$ cat src/rtl/pulse_meter.sv
// pulse_meter: measures the delay from arming to a pulse's rising edge and the
// pulse's high width, both in clk_Meter cycles, and hands the result over
// through a valid/ack handshake. The pulse input is asynchronous; it is
// synchronized and glitch-filtered, and the fixed conditioning latency is
// removed from the reported delay.
module pulse_meter #(
    parameter int CNT_W = 26,
    parameter int FILT  = 2
) (
    input  logic             clk_Meter,
    input  logic             rst_Meter_n,
    input  logic             arm,
    input  logic             pl_in,
    input  logic [CNT_W-1:0] timeout,
    input  logic             res_ack,
    output logic [CNT_W-1:0] delay,
    output logic [CNT_W-1:0] width,
    output logic             res_valid,
    output logic             timeout_err,
    output logic             busy
);

    // Conditioning latency from pl_in to pl_f: two synchronizer stages plus
    // FILT filter samples. Both edges see the same latency.
    localparam logic [CNT_W-1:0] LAT     = CNT_W'(2 + FILT);
    localparam logic [CNT_W-1:0] CNT_MAX = '1;

    typedef enum logic [1:0] {
        IDLE      = 2'd0,
        WAIT_RISE = 2'd1,
        MEAS_HIGH = 2'd2,
        DONE      = 2'd3
    } state_t;

    state_t           state_q, state_d;
    logic             s1_q, s1_d, s2_q, s2_d;
    logic [FILT-1:0]  hist_q, hist_d;
    logic             pl_f_q, pl_f_d, pl_fd_q, pl_fd_d;
    logic             arm_q, arm_d;
    logic [CNT_W-1:0] raw_dly_q, raw_dly_d, wcnt_q, wcnt_d;
    logic [CNT_W-1:0] delay_q, delay_d, width_q, width_d;
    logic             res_valid_q, res_valid_d;
    logic             timeout_err_q, timeout_err_d;
    logic             busy_q, busy_d;

    logic             pl_rise, pl_fall, arm_rise;
    logic [CNT_W-1:0] raw_inc, wcnt_inc, dly_corr;
    logic             wait_tmo, meas_tmo;

    // Filter history: the last FILT synchronized samples, newest in bit 0.
    generate
        if (FILT == 1) begin : g_hist_one
            always_comb hist_d = s2_q;
        end else begin : g_hist_many
            always_comb hist_d = {hist_q[FILT-2:0], s2_q};
        end
    endgenerate

    // Synchronizer, filter decision and edge-history next values.
    always_comb begin
        s1_d    = pl_in;
        s2_d    = s1_q;
        pl_fd_d = pl_f_q;
        arm_d   = arm;
        pl_f_d  = pl_f_q;
        if (&hist_q) begin
            pl_f_d = 1'b1;
        end else if (~|hist_q) begin
            pl_f_d = 1'b0;
        end
    end

    // Edge detection, saturating increments and limit comparisons.
    always_comb begin
        pl_rise  = pl_f_q & ~pl_fd_q;
        pl_fall  = ~pl_f_q & pl_fd_q;
        arm_rise = arm & ~arm_q;
        raw_inc  = (raw_dly_q == CNT_MAX) ? raw_dly_q : raw_dly_q + 1'b1;
        wcnt_inc = (wcnt_q == CNT_MAX) ? wcnt_q : wcnt_q + 1'b1;
        dly_corr = (raw_dly_q >= LAT) ? raw_dly_q - LAT : '0;
        wait_tmo = (timeout != '0) && (dly_corr >= timeout);
        meas_tmo = (timeout != '0) && (wcnt_q >= timeout);
    end

    // Measurement FSM: abort beats edges, edges beat timeouts.
    always_comb begin
        state_d       = state_q;
        raw_dly_d     = raw_dly_q;
        wcnt_d        = wcnt_q;
        delay_d       = delay_q;
        width_d       = width_q;
        timeout_err_d = timeout_err_q;
        case (state_q)
            IDLE: begin
                if (arm_rise) begin
                    state_d   = WAIT_RISE;
                    raw_dly_d = '0;
                    wcnt_d    = '0;
                end
            end
            WAIT_RISE: begin
                if (!arm) begin
                    state_d = IDLE;
                end else if (pl_rise) begin
                    state_d = MEAS_HIGH;
                    wcnt_d  = CNT_W'(1);
                end else if (wait_tmo) begin
                    state_d       = DONE;
                    delay_d       = timeout;
                    width_d       = '0;
                    timeout_err_d = 1'b1;
                end else begin
                    raw_dly_d = raw_inc;
                end
            end
            MEAS_HIGH: begin
                if (!arm) begin
                    state_d = IDLE;
                end else if (pl_fall) begin
                    state_d       = DONE;
                    delay_d       = dly_corr;
                    width_d       = wcnt_q;
                    timeout_err_d = 1'b0;
                end else if (meas_tmo) begin
                    state_d       = DONE;
                    delay_d       = dly_corr;
                    width_d       = timeout;
                    timeout_err_d = 1'b1;
                end else if (pl_f_q) begin
                    wcnt_d = wcnt_inc;
                end
            end
            DONE: begin
                if (res_ack) begin
                    state_d = IDLE;
                end
            end
            default: state_d = IDLE;
        endcase
        busy_d      = (state_d == WAIT_RISE) || (state_d == MEAS_HIGH);
        res_valid_d = (state_d == DONE);
    end

    // State and datapath registers; reset discards any measurement in flight.
    always_ff @(posedge clk_Meter or negedge rst_Meter_n) begin
        if (!rst_Meter_n) begin
            state_q       <= IDLE;
            s1_q          <= 1'b0;
            s2_q          <= 1'b0;
            hist_q        <= '0;
            pl_f_q        <= 1'b0;
            pl_fd_q       <= 1'b0;
            arm_q         <= 1'b0;
            raw_dly_q     <= '0;
            wcnt_q        <= '0;
            delay_q       <= '0;
            width_q       <= '0;
            res_valid_q   <= 1'b0;
            timeout_err_q <= 1'b0;
            busy_q        <= 1'b0;
        end else begin
            state_q       <= state_d;
            s1_q          <= s1_d;
            s2_q          <= s2_d;
            hist_q        <= hist_d;
            pl_f_q        <= pl_f_d;
            pl_fd_q       <= pl_fd_d;
            arm_q         <= arm_d;
            raw_dly_q     <= raw_dly_d;
            wcnt_q        <= wcnt_d;
            delay_q       <= delay_d;
            width_q       <= width_d;
            res_valid_q   <= res_valid_d;
            timeout_err_q <= timeout_err_d;
            busy_q        <= busy_d;
        end
    end

    assign delay       = delay_q;
    assign width       = width_q;
    assign res_valid   = res_valid_q;
    assign timeout_err = timeout_err_q;
    assign busy        = busy_q;

endmodule
$ cat config.mk
export PLATFORM = sky130hd
export DESIGN_NAME = pulse_meter
export DESIGN_NICKNAME = d
export VERILOG_FILES = /design/src/rtl/pulse_meter.sv
export SDC_FILE = /design/constraint.sdc
export NUM_CORES = 1
export LEC_CHECK = 0
export CELL_PAD_IN_SITES_DETAIL_PLACEMENT = 2
export CELL_PAD_IN_SITES_GLOBAL_PLACEMENT = 2
export CORE_UTILIZATION = 35
export DETAILED_ROUTE_END_ITERATION = 10
export DONT_BUFFER_PORTS = 1
export GPL_TIMING_DRIVEN = 0
export PLACE_DENSITY_LB_ADDON = 0.1
export SYNTH_ARGS = -nofsm -noshare
export SYNTH_HDL_FRONTEND = slang
export SYNTH_SLANG_ARGS = --single-unit
$ cat constraint.sdc
create_clock -name clk_Meter -period 3.9 [get_ports clk_Meter]
set_input_delay 0.585 -clock clk_Meter [delete_from_list [all_inputs] [get_ports clk_Meter]]
set_output_delay 0.585 -clock clk_Meter [all_outputs]
set_load 0.02 [all_outputs]
==> results of run 1 <==
## Yosys cell counts (all sizes together), types with 2 or more instances
cell    instances
dfrtp         116
nand2         101
a21oi          78
mux2           75
ha             64
nor2           53
inv            46
o21ai          46
clkbuf         40
o31ai          35
nand3          33
nand4          25
or3            23
and3           15
nor4           14
buf            13
nor3           13
xor2           10
nand2b          9
xnor2           9
a21o            8
a31oi           8
and4            8
or4             8
and2            7
o22ai           6
a221oi          5
o311ai          5
o41ai           4
mux2i           3
nand3b          3
nor2b           3
o21a            3
a31o            2
a41oi           2
o32ai           2
or2             2
## through the flow
step	area (um^2)	power, mW	util [%]	hold WS, ns	setup TNS (ns)
2_1_floorplan	8190	3.49	-	0.289	-1.68
4_1_cts	9880	6.53	43.6	0.150	-21.51
3_5_place_dp	8550	4.20	37.8	0.294	-72.58
3_3_place_gp	8550	4.05	37.8	0.294	-55.39
6_report	10300	6.96	45.6	0.108	-32.10
5_1_grt	10300	7.26	45.6	0.143	-43.16
## layout by cell type, fill, tap and decap left out, drive strengths merged, types with 6 or more instances in the layout
| master | n |
|---|---|
| buf | 51 |
| nand3 | 33 |
| clkinv | 7 |
| nand4 | 25 |
| nand2 | 101 |
| o31ai | 35 |
| clkbuf | 57 |
| xnor2 | 9 |
| and2 | 7 |
| nand2b | 9 |
| and3 | 15 |
| a21oi | 79 |
| ha | 64 |
| nor4 | 14 |
| nor2 | 53 |
| mux2 | 75 |
| a21o | 8 |
| o22ai | 6 |
| or3 | 23 |
| xor2 | 10 |
| inv | 46 |
| o21ai | 46 |
| nor3 | 13 |
| or4 | 8 |
| dfrtp | 116 |
| and4 | 8 |
| a31oi | 8 |
## power by group through the flow
stage	Clock (mW)	Sequential [mW]	Combinational (mW)
final	1.66	1.93	3.37
after floorplan	0	1.87	1.61
after global placement	0	1.93	2.12
after detailed placement	0	1.94	2.26
after global routing	1.72	1.97	3.57
after CTS	1.68	1.93	2.92
## worst max-delay path, cell delays in order, from the launching register on
cell and delay, ns:
dfrtp_2 0.41, or4_4 0.54, or4_4 0.56, nor2_4 0.14, and3_4 0.30, buf_8 0.14, buf_4 0.10, nor2_2 0.05
ha_2 0.34, and4_1 0.20, nand2_2 0.07, nor2_4 0.18, o41ai_4 0.12, buf_4 0.18, a21oi_4 0.32, buf_4 0.25
o21ai_0 0.17, a21oi_2 0.19
## area by class of cell
cell class | count | area [um^2]
Inverter | 46 | 173
Sequential cell | 116 | 2910
Clock inverter | 13 | 159
Fill cell | 2349 | 12300
Buffer | 49 | 353
Timing Repair Buffer | 40 | 499
Multi-Input combinational cell | 695 | 5430
Tap cell | 285 | 357
Clock buffer | 19 | 443
## kinds of logic after synthesis
| group | after synthesis |
|---|---|
| AND/OR/NAND/NOR | 320 |
| AO/OA/AOI/OAI | 213 |
| flip-flops | 116 |
| buffers and inverters | 99 |
| multiplexers | 78 |
| adder cells (fa/ha/maj) | 64 |
| XOR/XNOR | 19 |
## repair_timing
item	in CTS	in global routing
pin swaps	43	53
endpoints found under the setup margin	83	85
resized for setup	87	95
cloned	9	1
endpoints found under the hold margin	116	0
hold buffers	1	0
setup buffers	24	9
## state kept, by name, indices dropped and copies added (netlist names), 2 cells and up
signal,flops
delay,26
hist_q,2
raw_dly_q,26
state_q,2
wcnt_q,26
width,26
## worst max path at each step
stage | slack, ns | cells after the start | to | from
floorplan | -0.06 | 16 | delay[22]$_DFFE_PN0P_ | raw_dly_q[12]$_DFFE_PN0P_
global placement | -0.78 | 17 | delay[9]$_DFFE_PN0P_ | raw_dly_q[7]$_DFFE_PN0P_
detailed placement | -0.98 | 17 | delay[14]$_DFFE_PN0P_ | raw_dly_q[7]$_DFFE_PN0P_
CTS | -0.32 | 17 | delay[14]$_DFFE_PN0P_ | raw_dly_q[12]$_DFFE_PN0P_
global route | -0.60 | 17 | raw_dly_q[17]$_DFFE_PN0P_ | raw_dly_q[14]$_DFFE_PN0P_
finish | -0.47 | 17 | raw_dly_q[17]$_DFFE_PN0P_ | raw_dly_q[13]$_DFFE_PN0P_
## metal layers
metal	track usage, %	share of wire [%]	vias to the layer above	wire (um)
li1	-	-	3440	-
met3	6.91	5.6	51	1900
met2	48.4	49	234	16800
met5	0	0	-	0
met4	9.00	2.1	0	722
met1	36.4	43	4033	14800
==> impl_results.md, run 1 <==
- Global route overflow: 0
- Area growth from synthesis to layout: 28.0%
- Nets: 1060
- Startpoint types: flip-flop
- Cell Rows: 55
- Vias per cell: 6.14
- Antenna Violating Nets Remaining: 0
- Failing checks: setup timing
- Internal power: 3.99 mW
- F_max: 229 MHz
- Clock Skew: 0.00767 ns
- DRC Markers: 0
- Main combinational cell family by area after synthesis: simple AND/OR/NAND/NOR gates
- Ys Warns: 0
- Clock share of power: 23.9%
- Syn_nets: 1004
- Slew at the pin closest to its max-slew limit: 0.953 ns
- Post-Synth Simple-Gate Area: 20.1%
- HPWL after detailed placement: 22.8 mm
- Vias in the first global route: 8644
- Number of synthesized register bits: 116
- Compound-gate portion of the synthesized area: 16.2%
- Sequential share of power: 27.7%
- DR iter-0 viols: 344
- Peak VDD IR: 324 uV
- CTS tree: done
- Hold Crit Class: in2async
- Post-route minimum period: 4.37 ns
- Tcrit/Tclk final: 112%
- Post-synthesis mux area share: 10.8%
- Post-synth EDFFs: 0
- Combinational Power Share: 48.4%
- GRT Util Overall: 28.8%
- Full die area: 23700 um^2
- Setup WS pre-CTS: -0.978 ns
- Sw Share: 42.6%
- Pin count of the biggest net entering global routing: 117
- Worst EP required: 4.25 ns
- Seq/Total Area, Yosys: 36.0%
- CTS root buffer: clkbuf_16
- Reg clk slew, reported paths: 0.06 ns
- Later-pin clock latency in the skew report: 0.43 ns
- Synth unique cells: 57
- Die Wd: 154 um
- DIE HEIGHT: 154 um
- Avg Inst Size Synth: 8.87 um^2
- Slew Limit Fails: 0
- Post-route non-filler standard cell count: 1263
- First-pass GRT wire length: 51.6 mm
- Area of the mapped netlist: 8070 um^2
- Hold Fails Final Rpt: 0
- Synth area leader: dfrtp_1
- Status: finished, violations left
- Sinks on the clock net: 116
- R2R Setup Slk: -0.47 ns
- Worst Path Max Fanout: 10
- N_diodes: 0
- CP Capture Type: flip-flop
- Top Ports: 86
- Post-synth top area share: 36.0%
- Initial Util: 35.6%
- Ys flop type: dfrtp_1
- RSZ-0062 raised after global routing: true
- Layout cells sized above 1: 26.2%
- Routed wire length: 34.2 mm
- Final worst slack: -0.471 ns
- CTS Buffer Depth: 2
- Setup violators final: 83
- CP Class: reg2reg
- Pleak: 4.56 nW
- Reg2Reg Depth: 17
- Main area contributors after synthesis: dfrtp_1, mux2_2, ha_1, a21oi_1, nand2_1
- Gate Count Post-Synth: 909
- Initial antenna violation count: 1
- CTS HTree Levels: 4
- Placed Cells: 1194
- Adder-Cell Fraction of Synth Area: 9.93%
- Reg2reg end: raw_dly_q[17]$_DFFE_PN0P_
- DRT Pass-1 Iters: 5
- WL per Instance: 27.1 um
- TritonCTS Buffers: 17
- IO Port Bufs: 0
- Worst slew margin: 35.8%
- RePlAce Congestion: 0.853
- Core outline area: 22600 um^2
- Post-synth ARST share: 100%
- Vias: 7758
- R2R Path Start: raw_dly_q[13]$_DFFE_PN0P_
- WP data arrival: 4.72 ns
- Max-cap violations: 0
- Total net switching power: 2.97 mW
- Post-Synth XOR/XNOR Area: 2.06%
- PD cells: 674 nW/um^2
Power figures use the tool's default switching activity.
==> run 2: changes to the inputs <==
--- a/config.mk
+++ b/config.mk
@@ -7,7 +7,7 @@
 export LEC_CHECK = 0
 export CELL_PAD_IN_SITES_DETAIL_PLACEMENT = 2
 export CELL_PAD_IN_SITES_GLOBAL_PLACEMENT = 2
-export CORE_UTILIZATION = 35
+export CORE_UTILIZATION = 36
 export DETAILED_ROUTE_END_ITERATION = 10
 export DONT_BUFFER_PORTS = 1
 export GPL_TIMING_DRIVEN = 0
==> impl_results.md, run 2 (same netlist as run 1, synthesis figures left out) <==
- Status: finished, violations left (unchanged)
- Failing checks: setup timing (unchanged)
- IO Port Bufs: 0 (unchanged)
- Dpl cell area: 8540 um^2 (was 8550 um^2)
- Tcrit/Tclk final: 112% (about the same)
- R2R Setup Slk: -0.47 ns (about the same)
- DRT Pass-1 Iters: 4 (was 5)
- Setup WS pre-CTS: -0.938 ns (was -0.978 ns)
- Count of buffer and inverter cells on the critical path: 3 (was 4)
- CP Capture Type: flip-flop (unchanged)
- Routed wire length: 33.9 mm (was 34.2 mm)
- Global route overflow: 0 (unchanged)
- Layout cells sized above 1: 25.9% (was 26.2%)
- Most common cell after layout, fill and taps aside: dfrtp_1 (unchanged)
- Reg2reg end: raw_dly_q[11]$_DFFE_PN0P_ (was raw_dly_q[17]$_DFFE_PN0P_)
- Worst slew margin: 29.1% (was 35.8%)
- DIE HEIGHT: 152 um (was 154 um)
- Pin count of the biggest net entering global routing: 117 (unchanged)
- Initial antenna violation count: 0 (was 1)
- Hold Fails Final Rpt: 0 (unchanged)
- CTS root buffer: clkbuf_16 (unchanged)
- CP Class: reg2reg (unchanged)
- Cell Rows: 54 (was 55)
- RSZ-0062 raised after global routing: true (unchanged)
- N_diodes: 0 (unchanged)
- Power Total: 7.06 mW (was 6.96 mW)
- Initial Util: 36.8% (was 35.6%)
- Worst Path Max Fanout: 7 (was 10)
- Die Wd: 152 um (was 154 um)
- Final worst slack: -0.467 ns (was -0.471 ns)
- Total net switching power: 2.93 mW (was 2.97 mW)
- Antenna Violating Nets Remaining: 0 (unchanged)
- Top Ports: 86 (unchanged)
- Setup violators final: 83 (unchanged)
- Critical-path top delay cell: or4_4 (unchanged)
- CTS tree: done (unchanged)
- CTS HTree Levels: 4 (unchanged)
- Slew at the pin closest to its max-slew limit: 1.05 ns (was 0.953 ns)
- Nets: 1059 (was 1060)
- Vias: 7653 (was 7758)
- Vias in the first global route: 8403 (was 8644)
- Sw Share: 41.5% (was 42.6%)
- Clock share of power: 25.2% (was 23.9%)
- Max-cap violations: 0 (unchanged)
- TritonCTS Buffers: 17 (unchanged)
- Internal power: 4.13 mW (was 3.99 mW)
- Later-pin clock latency in the skew report: 0.43 ns (about the same)
- Full die area: 23000 um^2 (was 23700 um^2)
- Area growth from synthesis to layout: 28.8% (was 28.0%)
- Startpoint types: flip-flop (unchanged)
- First-pass GRT wire length: 48.4 mm (was 51.6 mm)
- WP data arrival: 4.71 ns (was 4.72 ns)
- Vias per cell: 6.09 (was 6.14)
- HPWL after detailed placement: 22.9 mm (was 22.8 mm)
- DR iter-0 viols: 289 (was 344)
- Reg2Reg Depth: 16 (was 17)
- RePlAce Congestion: 0.880 (was 0.853)
- Slew Limit Fails: 0 (unchanged)
- Most frequent cells in the layout: dfrtp_1, nand2_1, ha_1 (unchanged)
- CP startpoint: raw_dly_q[13]$_DFFE_PN0P_ (unchanged)
- Core outline area: 21900 um^2 (was 22600 um^2)
- Post-route minimum period: 4.37 ns (about the same)
- Clock Skew: 0.0117 ns (was 0.00767 ns)
- WL per Instance: 27.0 um (was 27.1 um)
- Delay-heaviest family, CP: simple AND/OR/NAND/NOR gates (unchanged)
- Critical Path, Cell by Cell: or4_4, or4_4, nor2_4, and3_4, buf_12, nor2_4, ha_4, a21o_1, a21oi_2, nor2b_2, o41ai_4, buf_4, a21oi_4, buf_8, or3_1, a21oi_2 (was or4_4, or4_4, nor2_4, and3_4, buf_8, buf_4, nor2_2, ha_2, and4_1, nand2_2, nor2_4, o41ai_4, buf_4, a21oi_4, buf_4, o21ai_0, a21oi_2)
- GRT Util Overall: 28.4% (was 28.8%)
- Sequential share of power: 27.5% (was 27.7%)
- Hold Crit Class: in2async (unchanged)
- Post-route cell area: 10400 um^2 (was 10300 um^2)
- DRC Markers: 0 (unchanged)
- CTS Buffer Depth: 2 (unchanged)
- Setup tns final: -31.86 ns (was -32.10 ns)
- CP max stage delay: 0.56 ns (about the same)
- Combinational Power Share: 47.3% (was 48.4%)
- Reg clk slew, reported paths: 0.06 ns (about the same)
- Sinks on the clock net: 116 (unchanged)
- Peak VDD IR: 331 uV (was 324 uV)
- Pleak: 4.63 nW (was 4.56 nW)
- Worst EP required: 4.25 ns (about the same)
- R2R Path Start: raw_dly_q[13]$_DFFE_PN0P_ (unchanged)
- F_max: 229 MHz (about the same)
- PD cells: 680 nW/um^2 (was 674 nW/um^2)
-- run 2: through the flow --
stage / utilization (%) / hold WS [ns] / cells
after floorplan: - / 0.289 / 909
after global placement: 39.0 / 0.294 / 1189
after detailed placement: 39.0 / 0.293 / 1189
after CTS: 44.1 / 0.144 / 1239
after global routing: 47.5 / 0.159 / 1256
final: 47.5 / 0.101 / 1256
-- run 2: what timing repair did --
action	CTS	global route
hold buffers	1	0
setup buffers	16	12
setup endpoints to repair	83	93
pin swaps	12	58
resized for setup	63	139
cloned	4	7
endpoints found under the hold margin	116	0
-- run 2: final cells by class --
cell class	instances	area, um^2
flip-flops and latches	116	2910
plain buffers	49	355
multi-input cells	695	5460
repair buffers	39	499
inverters	46	173
clock inverters	8	146
well taps	280	350
clock buffers	23	498
fillers	2279	11500
-- run 2: worst max-delay path by stage --
stage                                     end  cells past startpoint
floorplan               delay[22]$_DFFE_PN0P_                     16
global placement         delay[8]$_DFFE_PN0P_                     17
detailed placement       delay[8]$_DFFE_PN0P_                     17
CTS                     delay[22]$_DFFE_PN0P_                     16
global route        raw_dly_q[11]$_DFFE_PN0P_                     17
finish              raw_dly_q[11]$_DFFE_PN0P_                     16
-- run 2: power by group through the flow --
stage               clock network (mW)  registers, mW  logic, mW
finish                            1.78           1.94       3.34
global route                      1.84           1.98       3.53
CTS                               1.80           1.93       2.60
detailed placement                   0           1.95       2.25
global placement                     0           1.93       2.11
floorplan                            0           1.87       1.61
-- run 2: worst reg2reg max path: cells and delay by family, from the launching register on --
family	cells	cell delay, ns
adders and majority gates	1	0.22
AOI/OAI and AO/OA	5	1.01
and+or+nand+nor	7	2.05
buffers and inverters	3	0.60
DFF	1	0.40
-- run 2: metal layers --
metal  up-vias  share of wire, %  global-route usage (%)
met5         -                 0                       0
met4         0               2.4                    8.86
met3        59               6.5                    7.43
met2       189                48                    47.8
met1      3978                43                    35.3
li1       3427                 -                       -
==> run 3: changes to the inputs <==
--- a/config.mk
+++ b/config.mk
@@ -7,7 +7,7 @@
 export LEC_CHECK = 0
 export CELL_PAD_IN_SITES_DETAIL_PLACEMENT = 2
 export CELL_PAD_IN_SITES_GLOBAL_PLACEMENT = 2
-export CORE_UTILIZATION = 36
+export CORE_UTILIZATION = 43
 export DETAILED_ROUTE_END_ITERATION = 10
 export DONT_BUFFER_PORTS = 1
 export GPL_TIMING_DRIVEN = 0
==> constraint.sdc (replaced) <==
create_clock -name clk_Meter -period 5.2 [get_ports clk_Meter]
set_input_delay 0.78 -clock clk_Meter [delete_from_list [all_inputs] [get_ports clk_Meter]]
set_output_delay 0.78 -clock clk_Meter [all_outputs]
set_load 0.02 [all_outputs]
==> impl_results.md, run 3 (same netlist as run 1, synthesis figures left out) <==
- First-pass GRT wire length: 48.5 mm (was 48.4 mm)
- Max-cap violations: 0 (unchanged)
- Peak VDD IR: 304 uV (was 331 uV)
- Vias: 7510 (was 7653)
- Pleak: 4.03 nW (was 4.63 nW)
- Placed Cells: 1138 (was 1189)
- Multi-input logic area: 4800 um^2 (was 5460 um^2)
- Clock Skew: 0.00961 ns (was 0.0117 ns)
- Worst EP required: 5.51 ns (was 4.25 ns)
- Register area: 2900 um^2 (was 2910 um^2)
- Layout cells sized above 1: 13.0% (was 25.9%)
- Cts-stage hold buffer count: 0 (was 1)
- Full die area: 19300 um^2 (was 23000 um^2)
- Global route overflow: 0 (unchanged)
- Reg clk slew, reported paths: 0.06 ns (about the same)
- CTS root buffer: clkbuf_16 (unchanged)
- Top cell by count, worst path: or4_4
- Slew at the pin closest to its max-slew limit: 0.834 ns (was 1.05 ns)
- Area growth from synthesis to layout: 10.4% (was 28.8%)
- Hold Crit Class: in2async (unchanged)
- HPWL after detailed placement: 22.2 mm (was 22.9 mm)
- Most frequent cells in the layout: dfrtp_1, nand2_1, a21oi_1 (was dfrtp_1, nand2_1, ha_1)
- Most common cell after layout, fill and taps aside: dfrtp_1 (unchanged)
- Setup WS pre-CTS: -0.534 ns (was -0.938 ns)
- Slew Limit Fails: 0 (unchanged)
- Fill cells: 1984 (was 2279)
- Dpl cell area: 8350 um^2 (was 8540 um^2)
- IO Port Bufs: 0 (unchanged)
- R2R Setup Slk: 0.19 ns (was -0.47 ns)
- Worst slew margin: 43.8% (was 29.1%)
- CP Class: reg2reg (unchanged)
- Antenna Violating Nets Remaining: 0 (unchanged)
- Vias in the first global route: 8617 (was 8403)
- RePlAce Congestion: 0.878 (was 0.880)
- CTS HTree Levels: 4 (unchanged)
- Sinks on the clock net: 116 (unchanged)
- N_diodes: 0 (unchanged)
- RSZ-0062 raised after global routing: false (was true)
- R2R Path Start: raw_dly_q[11]$_DFFE_PN0P_ (was raw_dly_q[13]$_DFFE_PN0P_)
- Pin count of the biggest net entering global routing: 117 (unchanged)
- Failing checks: DRC (was setup timing)
- CP Capture Type: flip-flop (unchanged)
- PD cells: 470 nW/um^2 (was 680 nW/um^2)
- Critical-path top delay cell: or4_1 (was or4_4)
- Reg2Reg Depth: 14 (was 16)
- Delay-heaviest family, CP: simple AND/OR/NAND/NOR gates (unchanged)
- Initial Util: 44.4% (was 36.8%)
- DRT Pass-1 Iters: 9 (was 4)
- Hold Fails Final Rpt: 0 (unchanged)
- TritonCTS Buffers: 17 (unchanged)
- Count of buffer and inverter cells on the critical path: 2 (was 3)
- Post-route minimum period: 5.01 ns (was 4.37 ns)
- CTS Buffer Depth: 2 (unchanged)
- Reg2reg end: delay[13]$_DFFE_PN0P_ (was raw_dly_q[11]$_DFFE_PN0P_)
- DR iter-0 viols: 401 (was 289)
- WP data arrival: 5.32 ns (was 4.71 ns)
- Startpoint types: flip-flop (unchanged)
- GRT Util Overall: 32.7% (was 28.4%)
- Final worst slack: 0.190 ns (was -0.467 ns)
- WL per Instance: 26.0 um (was 27.0 um)
- F_max: 200 MHz (was 229 MHz)
- Nets: 1023 (was 1059)
- Status: finished, violations left (unchanged)
- CP max stage delay: 0.51 ns (was 0.56 ns)
- Initial antenna violation count: 0 (unchanged)
- Post-route non-filler standard cell count: 1167 (was 1256)
- Later-pin clock latency in the skew report: 0.43 ns (about the same)
- DIE HEIGHT: 139 um (was 152 um)
- Tcrit/Tclk final: 96.3% (was 112%)
- Top Ports: 86 (unchanged)
- Setup violators final: 0 (was 83)
- Worst Path Max Fanout: 10 (was 7)
- CTS tree: done (unchanged)
- Post-route cell area: 8910 um^2 (was 10400 um^2)
- Cell Rows: 49 (was 54)
- Die Wd: 139 um (was 152 um)
- DRC Markers: 8 (was 0)
- Core outline area: 18100 um^2 (was 21900 um^2)
- Vias per cell: 6.44 (was 6.09)
- Levels on crit path: 14 (was 16)
- Critical Path, Cell by Cell: clkbuf_1, or4_4, or4_4, or4_1, o21ai_0, ha_1, and4_1, nand2_1, nor2_1, o41ai_2, and2_1, a21oi_4, buf_2, mux2_2 (was or4_4, or4_4, nor2_4, and3_4, buf_12, nor2_4, ha_4, a21o_1, a21oi_2, nor2b_2, o41ai_4, buf_4, a21oi_4, buf_8, or3_1, a21oi_2)
- Routed wire length: 30.4 mm (was 33.9 mm)
## run 3: cell count changes in the layout (fill, tap and decap cells not counted), moves of 9 or more
cell      before  now
mux2_4        54    0
mux2_2        21   74
a21oi_1       57   76
a21oi_2       19    1
buf_4         19    1
o21ai_0       28   45
nor2_1        40   52
or3_1         12   23
or3_4         11    0
clkbuf_1      29   38
o21ai_2        9    0
## run 3: through the flow
stage / setup TNS (ns) / hold WS [ns] / total power, mW / util (%)
after global placement: -4.97 / 0.344 / 2.93 / 46.0
after floorplan: 0 / 0.331 / 2.54 / -
final: 0 / 0.0427 / 4.19 / 49.1
after detailed placement: -19.83 / 0.345 / 3.06 / 46.0
after global routing: 0 / 0.0284 / 4.40 / 49.1
after CTS: 0 / 0.0347 / 4.18 / 49.0
## run 3: final cells by class
| class | instances | area share (%) |
|---|---|---|
| Tap cell | 229 | 3.22 |
| Sequential cell | 116 | 32.6 |
| Multi-Input combinational cell | 694 | 53.9 |
| Inverter | 46 | 1.94 |
| Clock buffer | 24 | 5.52 |
| Buffer | 53 | 2.54 |
| Clock inverter | 5 | 0.309 |
## run 3: worst max-delay path by stage
stage	startpoint	to	slack, ns
global route	raw_dly_q[7]$_DFFE_PN0P_	delay[1]$_DFFE_PN0P_	0.05
finish	raw_dly_q[11]$_DFFE_PN0P_	delay[13]$_DFFE_PN0P_	0.19
CTS	raw_dly_q[11]$_DFFE_PN0P_	width[1]$_DFFE_PN0P_	0.03
global placement	raw_dly_q[7]$_DFFE_PN0P_	delay[9]$_DFFE_PN0P_	-0.17
floorplan	raw_dly_q[12]$_DFFE_PN0P_	delay[18]$_DFFE_PN0P_	0.94
detailed placement	raw_dly_q[7]$_DFFE_PN0P_	delay[13]$_DFFE_PN0P_	-0.53
## run 3: power by group
| part | switching [mW] | total, mW | internal (mW) | leakage (nW) |
|---|---|---|---|---|
| clock network | 0.418 | 1.06 | 0.646 | 0.258 |
| registers | 0.345 | 1.44 | 1.09 | 1.54 |
| logic | 1.06 | 1.68 | 0.626 | 2.24 |
| total | 1.82 | 4.19 | 2.37 | 4.03 |
## run 3: repair_timing
item	4_1_cts	5_1_grt
setup endpoints to repair	72	65
resized for setup	6	6
cloned	0	0
endpoints found under the hold margin	0	0
setup buffers	0	0
## run 3: layer usage
layer	wire, um	vias to the layer above	GRT usage (%)	part of all wire [%]
li1	-	3348	-	-
met5	0	-	0	0
met3	1710	66	6.56	5.6
met1	12600	3886	39.7	41
met2	15200	210	56.7	50
met4	892	0	13.2	2.9
